$ cat config.mk
export PLATFORM = sky130hd
export DESIGN_NAME = alu_result_stage
export DESIGN_NICKNAME = d
export VERILOG_FILES = /design/src/rtl/alu_result_stage.sv
export SDC_FILE = /design/constraint.sdc
export NUM_CORES = 1
export LEC_CHECK = 0
export CORE_MARGIN = 2
export CORE_UTILIZATION = 39
export CTS_BUF_LIST = sky130_fd_sc_hd__clkbuf_4 sky130_fd_sc_hd__clkbuf_8
export DETAILED_ROUTE_END_ITERATION = 8
export DONT_BUFFER_PORTS = 1
export GPL_TIMING_DRIVEN = 0
export PLACE_DENSITY = 0.65
export SKIP_CTS_REPAIR_TIMING = 1
export SLEW_MARGIN = 0
export SYNTH_ARGS = -nofsm -noshare
export SYNTH_HDL_FRONTEND = slang
export SYNTH_SLANG_ARGS = --single-unit
export TNS_END_PERCENT = 10
$ cat constraint.sdc
create_clock -name clk -period 1.7 [get_ports clk]
set_clock_uncertainty 0.15 [all_clocks]
set_input_delay 0.34 -clock clk [delete_from_list [all_inputs] [get_ports clk]]
set_output_delay 0.34 -clock clk [all_outputs]
set_load 0.03 [all_outputs]
$ cat src/rtl/alu_result_stage.sv
// Registered adder result stage with MIPS overflow trap, epc capture and trap counter.
// One cycle of latency; a 2-entry skid (head + skid) keeps in_ready registered under out_ready stalls.
module alu_result_stage #(
    parameter int WIDTH = 32,
    parameter int RW    = 5,
    parameter int CW    = 8
) (
    input  logic             clk,
    input  logic             reset,
    input  logic             in_valid,
    output logic             in_ready,
    input  logic [WIDTH-1:0] in_S,
    input  logic             in_Z,
    input  logic             in_V,
    input  logic             in_N,
    input  logic             in_Sign,
    input  logic [RW-1:0]    in_rd,
    input  logic             in_wr,
    input  logic [WIDTH-1:0] in_pc,
    input  logic             flush,
    output logic             out_valid,
    input  logic             out_ready,
    output logic [WIDTH-1:0] out_S,
    output logic             out_Z,
    output logic             out_N,
    output logic [RW-1:0]    out_rd,
    output logic             out_wr,
    output logic             out_exc,
    output logic [WIDTH-1:0] epc,
    output logic [CW-1:0]    ovf_count
);

    typedef struct packed {
        logic [WIDTH-1:0] pc;
        logic [WIDTH-1:0] s;
        logic             z;
        logic             n;
        logic [RW-1:0]    rd;
        logic             wr;
        logic             exc;
    } entry_t;

    entry_t          head_q, head_d;
    entry_t          skid_q, skid_d;
    entry_t          in_ent;
    logic            head_vld_q, head_vld_d;
    logic            skid_vld_q, skid_vld_d;
    logic [WIDTH-1:0] epc_q, epc_d;
    logic [CW-1:0]   cnt_q, cnt_d;
    logic            accept;
    logic            deliver;
    logic            head_free;

    // Trap decision is made once, at acceptance; unsigned ops never trap.
    always_comb begin
        in_ent     = '0;
        in_ent.pc  = in_pc;
        in_ent.s   = in_S;
        in_ent.z   = in_Z;
        in_ent.n   = in_N;
        in_ent.rd  = in_rd;
        in_ent.exc = in_Sign & in_V;
        in_ent.wr  = in_wr & ~(in_Sign & in_V);
    end

    assign accept    = in_valid & ~skid_vld_q & ~flush;
    assign deliver   = head_vld_q & out_ready;
    assign head_free = ~head_vld_q | out_ready;

    always_comb begin
        head_d     = head_q;
        skid_d     = skid_q;
        head_vld_d = head_vld_q;
        skid_vld_d = skid_vld_q;
        epc_d      = epc_q;
        cnt_d      = cnt_q;

        // A delivery in the flush cycle still counts as delivered.
        if (deliver && head_q.exc) begin
            epc_d = head_q.pc;
            if (cnt_q != {CW{1'b1}}) begin
                cnt_d = cnt_q + CW'(1);
            end
        end

        if (flush) begin
            head_vld_d = 1'b0;
            skid_vld_d = 1'b0;
        end else if (head_free) begin
            // accept is impossible while skid is occupied, so no input lands here then.
            if (skid_vld_q) begin
                head_d     = skid_q;
                head_vld_d = 1'b1;
                skid_vld_d = 1'b0;
            end else if (accept) begin
                head_d     = in_ent;
                head_vld_d = 1'b1;
            end else begin
                head_vld_d = 1'b0;
            end
        end else if (accept) begin
            skid_d     = in_ent;
            skid_vld_d = 1'b1;
        end
    end

    always_ff @(posedge clk or negedge reset) begin
        if (!reset) begin
            head_q     <= '0;
            skid_q     <= '0;
            head_vld_q <= 1'b0;
            skid_vld_q <= 1'b0;
            epc_q      <= '0;
            cnt_q      <= '0;
        end else begin
            head_q     <= head_d;
            skid_q     <= skid_d;
            head_vld_q <= head_vld_d;
            skid_vld_q <= skid_vld_d;
            epc_q      <= epc_d;
            cnt_q      <= cnt_d;
        end
    end

    assign in_ready  = ~skid_vld_q;
    assign out_valid = head_vld_q;
    assign out_S     = head_q.s;
    assign out_Z     = head_q.z;
    assign out_N     = head_q.n;
    assign out_rd    = head_q.rd;
    assign out_wr    = head_q.wr;
    assign out_exc   = head_q.exc;
    assign epc       = epc_q;
    assign ovf_count = cnt_q;

endmodule

======== Word level (Yosys, flattened, before mapping) ========
Cells that the tools add are included.
cells by class
  add/subtract/negate cells ............... 1
  equal/unequal tests ..................... 1
  mux-type cells .......................... 9
  bitwise logic cells ..................... 11
  reduce and logical (&&, ||, !) cells .... 7
operator list
  operator                                       count
  2-to-1 mux 73 bit                              2
  adder 8 x 1 -> 8 bit (second input constant)   1
  inequality test 8 bit (second input constant)  1
  2-to-1 mux 1 bit                               7
  AND reduction 3 bit                            2
  AND 1 bit                                      5
  NOT 1 bit                                      5
  nonzero test 2 bit                             2
  nonzero test 3 bit                             1
  AND reduction 2 bit                            1
  logical AND 1 bit                              1
  OR 1 bit                                       1
word-level totals
  register bits ........................... 188
  input bits .............................. 79
  output and inout port bits .............. 83
  logic and storage cells ................. 47

======== Depth between registers and ports, before layout ========
Gate-level depths: netlist (run 1).
  depth after elaboration ................. 7
  depth in mapped cells ................... 7

======== Worst setup path after synthesis (run 1) ========
Ideal clock, no wire load.
  kind .................................... register to register
  from .................................... register cnt_q[3] (netlist: ovf_count[3])
  to ...................................... register cnt_q[1] (netlist: ovf_count[1])
  setup time .............................. 0.125 ns
  arrival ................................. 1.540 ns
  data required time ...................... 1.425 ns
  slack ................................... -0.115 ns
  cell stages (with the launch flop) ...... 5
  buffers on the path ..................... 0
  clock period less this slack ............ 1.815 ns
  cell sequence ........................... dfrtp_1 > nand3_2 > or3_4 > o21ai_4 > mux2_4
between the ends
  word-level cells in the longest chain between the ends .. 2
RTL lines
  what                                  RTL line  source
  from (decl)                           49        logic [CW-1:0] cnt_q, cnt_d;
  from (signal assigned)                121       cnt_q <= cnt_d;
  inequality test 8 bit                 81        if (cnt_q != {CW{1'b1}}) begin
  AND reduction 2 bit (no source line)  -
No other way between the ends.
A chain may end at the register's enable or synchronous reset.

======== Final worst setup path (run 1) ========
  from .................................... register head_vld_q (netlist: out_valid)
  to ...................................... register cnt_q[5] (netlist: ovf_count[5])
between the ends
  word-level cells in the longest chain between the ends .. 3
RTL lines
  what                                  RTL line  source
  from (decl)                           46        logic head_vld_q, head_vld_d;
  from (signal assigned)                118       head_vld_q <= head_vld_d;
  AND 1 bit                             67        assign deliver = head_vld_q & out_ready;
  logical AND 1 bit                     79        if (deliver && head_q.exc) begin
  AND reduction 2 bit (no source line)  -
No other way between the ends.

==> results of run 1 <==
cell usage in the layout (no fill, tap or decap), drive strengths merged, types with 6 or more instances in the layout:
cell,count
a21oi,75
nand2,104
mux2i,72
dlygate4sd3,77
clkbuf,24
inv,8
mux2,74
buf,77
dfrtp,188
clkinvlp,6
nor2,78
how the worst max path moves through the flow:
| stage | end | slack (ns) | depth (start not counted) |
|---|---|---|---|
| 2_1_floorplan | ovf_count[1]$_DFFE_PN0P_ | -0.04 | 4 |
| 3_3_place_gp | out_exc$_DFFE_PN0P_ | -0.21 | 5 |
| 3_5_place_dp | out_rd[1]$_DFFE_PN0P_ | -0.24 | 5 |
| 4_1_cts | in_ready | -0.30 | 3 |
| 5_1_grt | head_q[63]$_DFFE_PN0P_ | -0.23 | 5 |
| 6_report | ovf_count[5]$_DFFE_PN0P_ | -0.16 | 5 |
Yosys cell counts, drive strengths merged:
cell type  instances
clkbuf             6
nor2b              1
a31oi              2
nor2              78
a21oi             75
mux2              74
ha                 1
or3                1
o21ai              4
nand2            104
nor3               4
xnor2              3
inv                4
and3               1
nand2b             1
nand3              4
mux2i             72
dfrtp            188
buf               71
nand4              2
o21bai             1
cells by family (layout without fill, tap and decap cells):
kind of cell | count (synthesis) | after routing | synth area share (%)
buffers and inverters | 81 | 197 | 6.633
flip-flops | 188 | 188 | 57.20
XOR/XNOR | 3 | 3 | 0.3195
adder cells (fa/ha/maj) | 1 | 1 | 0.1521
AND/OR/NAND/NOR | 196 | 196 | 9.463
multiplexers | 146 | 146 | 21.04
AO/OA/AOI/OAI | 82 | 82 | 5.188
through the flow:
stage	cell area (µm²)	setup slack [ns]	hold slack [ns]	TNS, ns	power, mW
2_1_floorplan	8232	-0.04150	-0.1056	-0.04150	8.582
3_3_place_gp	8576	-0.2062	-0.09963	-23.97	8.941
3_5_place_dp	8576	-0.2434	-0.1004	-26.57	9.024
4_1_cts	9019	-0.2978	-0.6404	-30.33	12.45
5_1_grt	10150	-0.2282	-0.6341	-22.48	13.27
6_report	10150	-0.1637	-0.5898	-9.358	12.56
power by group:
part,total [mW],internal (mW),switching (mW)
clock,3.35,1.63,1.73
sequential,6.90,5.52,1.38
combinational,2.31,1.25,1.05
total,12.6,8.40,4.16
sequential cells by signal, indices dropped and copies added (netlist names):
register,cells
ovf_count,8
out_S,32
out_valid,1
skid_q,73
out_wr,1
epc,32
out_N,1
head_q,32
out_exc,1
out_rd,5
skid_vld_q,1
out_Z,1
critical path: cells and delay by family (launching register included):
family,cells,cell delay (ns)
AND/OR/NAND/NOR,3,0.60
flip-flops,1,0.54
multiplexers,1,0.32
buffers and inverters,1,0.13
area by class of cell:
class | instances | area (µm²)
Fill cell | 1874 | 10740
Sequential cell | 188 | 4716
Multi-Input combinational cell | 428 | 3054
Timing Repair Buffer | 84 | 857.1
Buffer | 77 | 718.2
Tap cell | 275 | 344.1
Clock buffer | 17 | 234.0
Clock inverter | 15 | 209.0
Inverter | 4 | 18.77
per-layer routing:
metal	track usage, %	part of all wire, %	vias up	wire [µm]
met5	0	0	-	0
met4	5.143	1.0	0	187
met3	5.872	5.1	11	945
met2	25.44	47	109	8815
met1	22.02	47	2627	8724
li1	-	-	2505	-
==> summary.md, run 1 <==
| Metric | Value |
|---|---|
| Post-DRT Antenna Nets | `0` |
| CORE AREA | `approximately 21000 µm²` |
| Synth Net Count | `~780` |
| Slew headroom | `between 60% and 70%` |
| CP Class | `reg2reg` |
| Worst R2R Setup Slack | `-0.16 ns` |
| WHS | `-0.5898 ns` |
| Routed vias/inst | `roughly 4.8` |
| Worst r2r path cells | `5` |
| Rows | `53` |
| Pwr/cell area | `about 1200 nW/µm²` |
| Layout cell share with drive strength beyond 1 | `around a quarter` |
| Worst EP required | `1.90 ns` |
| Status | `finished with violations` |
| Lkg Pwr | `about 4.5 nW` |
| Per-cell routed wire length | `17.16 µm` |
| TritonCTS Buffers | `17` |
| Final slew viol count | `0` |
| Peak supply drop | `roughly 0.00055 V` |
| Crit start category | `register` |
| Seq/Total Area, Yosys | `57.20%` |
| Non-filler cells, final | `around 1100` |
| RSZ-0062 raised after global routing | `yes` |
| Starting Density | `between 30 and 40%` |
| Start of the worst register-to-register path | `out_valid$_DFFE_PN0N_` |
| H-tree depth | `4` |
| Overflow after GRT | `0` |
| Die W | `149.2 µm` |
| Deepest clock path buffer count | `2` |
| Fin util | `between 40 and 50%` |
| Maxcap violations | `0` |
| Die footprint | `about 22000 µm²` |
| Yosys reg bits | `between 150 and 200` |
| Clock root buffer | `clkbuf_8` |
| Worst-path clk slew | `approximately 0.11 ns` |
| Final #Nets | `between 800 and 900` |
| Cell area after synthesis | `a little over 8000 µm²` |
| Setup ws final | `-0.1637 ns` |
| I/O pin count | `approximately 160` |
| Cells after synthesis | `roughly 700` |
| DRT Pass-1 Iters | `5` |
| Total Wirelength | `18670 µm` |
| GP Congestion | `approximately 0.72` |
| Via count | `~5300` |
| Final setup viols | `between 100 and 150` |
| Final min period | `approximately 1.9 ns` |
| Largest net degree at the start of global routing | `189` |
| Hpwl dp | `between 10000 and 15000 µm` |
| Clock Latency Late Sink | `between 0.4 and 0.5 ns` |
| Initial antenna violation count | `0` |
| Yosys top cell area share | `between 50% and 60%` |
| CP Launch Point | `out_valid$_DFFE_PN0N_` |
| Post-route clock period utilization | `109.6%` |
| Initial drt markers | `about 150` |
| DRC viols | `0` |
| CP arrival | `between 2 and 2.5 ns` |
| CP peak stage delay | `0.54 ns` |
| Violated checks | `hold timing, setup timing` |
| Syn avg cell area | `between 10 and 15 µm²` |
| Crit. End Element | `register` |
| Layout area overhead | `23.43%` |
| CP Cell Sequence | `and3_4 -> buf_12 -> nand4_1 -> nor2_1 -> mux2_4` |
| Endpoints failing hold | `around 190` |
| PortBufs | `0` |
| Synth warn | `0` |
| Global-route wire length before repair | `~28000 µm` |
| Tot GR Track Use | `around 17%` |
| Chip height | `149.2 µm` |
| Vias in the first global route | `about 5000` |
| CP Max Fanout | `8` |
| TritonCTS Sinks | `around 190` |
| Min-delay worst type | `in2async` |
| Placed cells | `between 900 and 1000` |
| CTS tree | `built` |
| Max Freq | `around 0.54 GHz` |
| Least-Margin Pin Slew | `between 0.5 and 0.6 ns` |
| Post-synth top area cell | `dfrtp_1` |
| Ranking of synthesized cells by area | `dfrtp_1 57%, mux2i_1 8.8%, mux2_4 8.6%` |
| Reg2Reg Capture Point | `ovf_count[5]$_DFFE_PN0P_` |
| Library cells used by synthesis | `28` |
| CP max stage cell | `dfrtp_2` |
| Ant. Diodes | `0` |
Power figures use the tool's default switching activity.
==> inputs of run 2 (changes only) <==
CORE_ASPECT_RATIO = 1.25   (was not set)
==> summary.md, run 2 (same netlist as run 1, synthesis figures left out) <==
| Metric | Value |
|---|---|
| Via count | `5229 (was 5252)` |
| Layout area overhead | `21.60% (was 23.43%)` |
| Overflow after GRT | `0 (unchanged)` |
| RSZ-0062 raised after global routing | `yes (unchanged)` |
| Worst EP required | `1.89 ns (was 1.90 ns)` |
| Rows | `59 (was 53)` |
| H-tree depth | `4 (unchanged)` |
| Filler cells | `1892 (was 1874)` |
| WHS | `-0.5686 ns (was -0.5898 ns)` |
| Peak supply drop | `0.0005341 V (was 0.0005488 V)` |
| Deepest clock path buffer count | `2 (unchanged)` |
| Die footprint | `22270 µm² (about the same)` |
| Die W | `133.9 µm (was 149.2 µm)` |
| TritonCTS Sinks | `188 (unchanged)` |
| Violated checks | `hold timing, setup timing (unchanged)` |
| Ant. Diodes | `0 (unchanged)` |
| Tot GR Track Use | `16.00% (was 16.56%)` |
| Layout cell share with drive strength beyond 1 | `24.72% (was 26.45%)` |
| Commonest non-fill, non-tap cell in the layout | `dfrtp_1 (unchanged)` |
| CTS tree | `built (unchanged)` |
| Fin util | `48.21% (was 48.60%)` |
| Endpoints failing hold | `188 (unchanged)` |
| Largest register FFs | `73 (unchanged)` |
| Total Wirelength | `18150 µm (was 18670 µm)` |
| Post-route clock period utilization | `112.4% (was 109.6%)` |
| Clock root buffer | `clkbuf_8 (unchanged)` |
| Most flop-heavy register | `skid_q (unchanged)` |
| GP Congestion | `0.7553 (was 0.7185)` |
| Final min period | `1.911 ns (was 1.864 ns)` |
| Crit path max-delay family | `flip-flops (was simple AND/OR/NAND/NOR gates)` |
| Post-DRT Antenna Nets | `0 (unchanged)` |
| Least-Margin Pin Slew | `0.4967 ns (was 0.5786 ns)` |
| Commonest non-fill, non-tap cells in the layout | `181 x dfrtp_1, 104 x nand2_1, 78 x nor2_1, 77 x dlygate4sd3_1, 75 x a21oi_1 (was 179 x dfrtp_1, 104 x nand2_1, 77 x dlygate4sd3_1)` |
| CP peak stage delay | `0.54 ns (about the same)` |
| TritonCTS Buffers | `17 (unchanged)` |
| Final slew viol count | `0 (unchanged)` |
| Post-route cell area | `10000 µm² (was 10150 µm²)` |
| Per-cell routed wire length | `16.70 µm (was 17.16 µm)` |
| Initial antenna violation count | `0 (unchanged)` |
| Vias in the first global route | `5101 (was 4991)` |
| CP Max Fanout | `10 (was 8)` |
| Global-route wire length before repair | `27950 µm (was 28280 µm)` |
| Hpwl dp | `11590 µm (was 11710 µm)` |
| Clock Latency Late Sink | `0.45 ns (was 0.46 ns)` |
| I/O pin count | `162 (unchanged)` |
| PortBufs | `0 (unchanged)` |
| Status | `finished with violations (unchanged)` |
| Routed vias/inst | `4.810 (was 4.827)` |
| CP arrival | `2.10 ns (was 2.06 ns)` |
| Final #Nets | `881 (was 880)` |
| Slew headroom | `66.89% (was 61.42%)` |
| Maxcap violations | `0 (unchanged)` |
| CORE AREA | `20740 µm² (was 20890 µm²)` |
| Crit start category | `register (unchanged)` |
| Min-delay worst type | `in2async (unchanged)` |
| Crit. End Element | `register (unchanged)` |
| Starting Density | `39.65% (was 39.37%)` |
| Lkg Pwr | `4.498 nW (was 4.524 nW)` |
| CP max stage cell | `dfrtp_2 (unchanged)` |
| Setup ws final | `-0.2108 ns (was -0.1637 ns)` |
| Crit path buffers/inverters | `2 (was 1)` |
| Worst-path clk slew | `0.10 ns (was 0.11 ns)` |
| CP Cell Sequence | `nor2b_2 -> nand3_2 -> buf_8 -> buf_6 -> mux2_4 (was and3_4 -> buf_12 -> nand4_1 -> nor2_1 -> mux2_4)` |
| CP Class | `reg2reg (unchanged)` |
| Largest net degree at the start of global routing | `189 (unchanged)` |
| Max Freq | `0.5233 GHz (was 0.5366 GHz)` |
| Initial drt markers | `181 (was 149)` |
| DRT Pass-1 Iters | `4 (was 5)` |
| Pwr/cell area | `1258 nW/µm² (was 1237 nW/µm²)` |
| DRC viols | `0 (unchanged)` |
| Chip height | `166.4 µm (was 149.2 µm)` |
| Final setup viols | `171 (was 127)` |
| Post-DP Area | `8574 µm² (was 8576 µm²)` |
==> run 2: changes by cell type in the layout (fill, tap and decap cells not counted), moves of 3 or more <==
cell | previous run | this run
clkbuf_2 | 4 | 1
a21oi_2 | 3 | 0
nor2_1 | 72 | 78
buf_6 | 7 | 13
clkinvlp_4 | 6 | 1
buf_12 | 10 | 1
a21oi_1 | 72 | 75
clkbuf_4 | 0 | 3
nor2_2 | 5 | 0
buf_4 | 45 | 50
==> run 2: worst paths after layout <==
path,from,endpoint,slack [ns],cells after the start
min,reset,out_S[19]$_DFFE_PN0P_,-0.57,0
max,out_valid$_DFFE_PN0N_,skid_q[32]$_DFFE_PN0P_,-0.21,5
min reg2reg,head_q[51]$_DFFE_PN0P_,epc[10]$_DFFE_PN0P_,0.32,2
max in group asynchronous,reset,out_valid$_DFFE_PN0N_,1.74,0
min in group clk,in_Sign,skid_q[1]$_DFFE_PN0P_,0.03,3
max reg2reg,out_valid$_DFFE_PN0N_,skid_q[32]$_DFFE_PN0P_,-0.21,5
==> run 2: power by group <==
group | internal, mW | switching (mW)
Sequential | 5.51 | 1.37
Combinational | 1.23 | 1.04
Clock | 1.78 | 1.65
Total | 8.52 | 4.06
==> run 2: worst reg2reg max path: cells and delay by family, from the launching register on <==
family	cells	cell delay (ns)
buf+inv	2	0.36
mux	1	0.31
flops	1	0.54
simple gates	2	0.45
==> run 2: cell type report <==
class	instances	area (µm²)	share of cell area (%)
Tap cell	274	342.8	3.428
Timing Repair Buffer	85	834.6	8.345
Buffer	77	641.9	6.418
Inverter	4	18.77	0.1877
Clock buffer	18	241.5	2.415
Sequential cell	188	4713	47.13
Multi-Input combinational cell	428	2999	29.99
Clock inverter	13	209.0	2.089
==> run 2: through the flow <==
step	total power, mW	cells	TNS [ns]	hold WS [ns]	setup WS [ns]
finish	12.58	1087	-16.69	-0.5686	-0.2108
global route	13.24	1087	-30.66	-0.6192	-0.2706
CTS	12.49	1002	-31.35	-0.6209	-0.2674
floorplan	8.582	697	-0.04150	-0.1056	-0.04150
detailed placement	9.023	971	-25.86	-0.1006	-0.2377
global placement	8.941	971	-24.36	-0.1003	-0.2003
==> run 2: layer usage <==
layer | global-route usage (%) | vias up | wire [µm]
met1 | 20.01 | 2601 | 8019
li1 | - | 2505 | -
met5 | 0 | - | 0
met3 | 5.861 | 9 | 972
met4 | 4.579 | 0 | 190
met2 | 26.02 | 114 | 8965
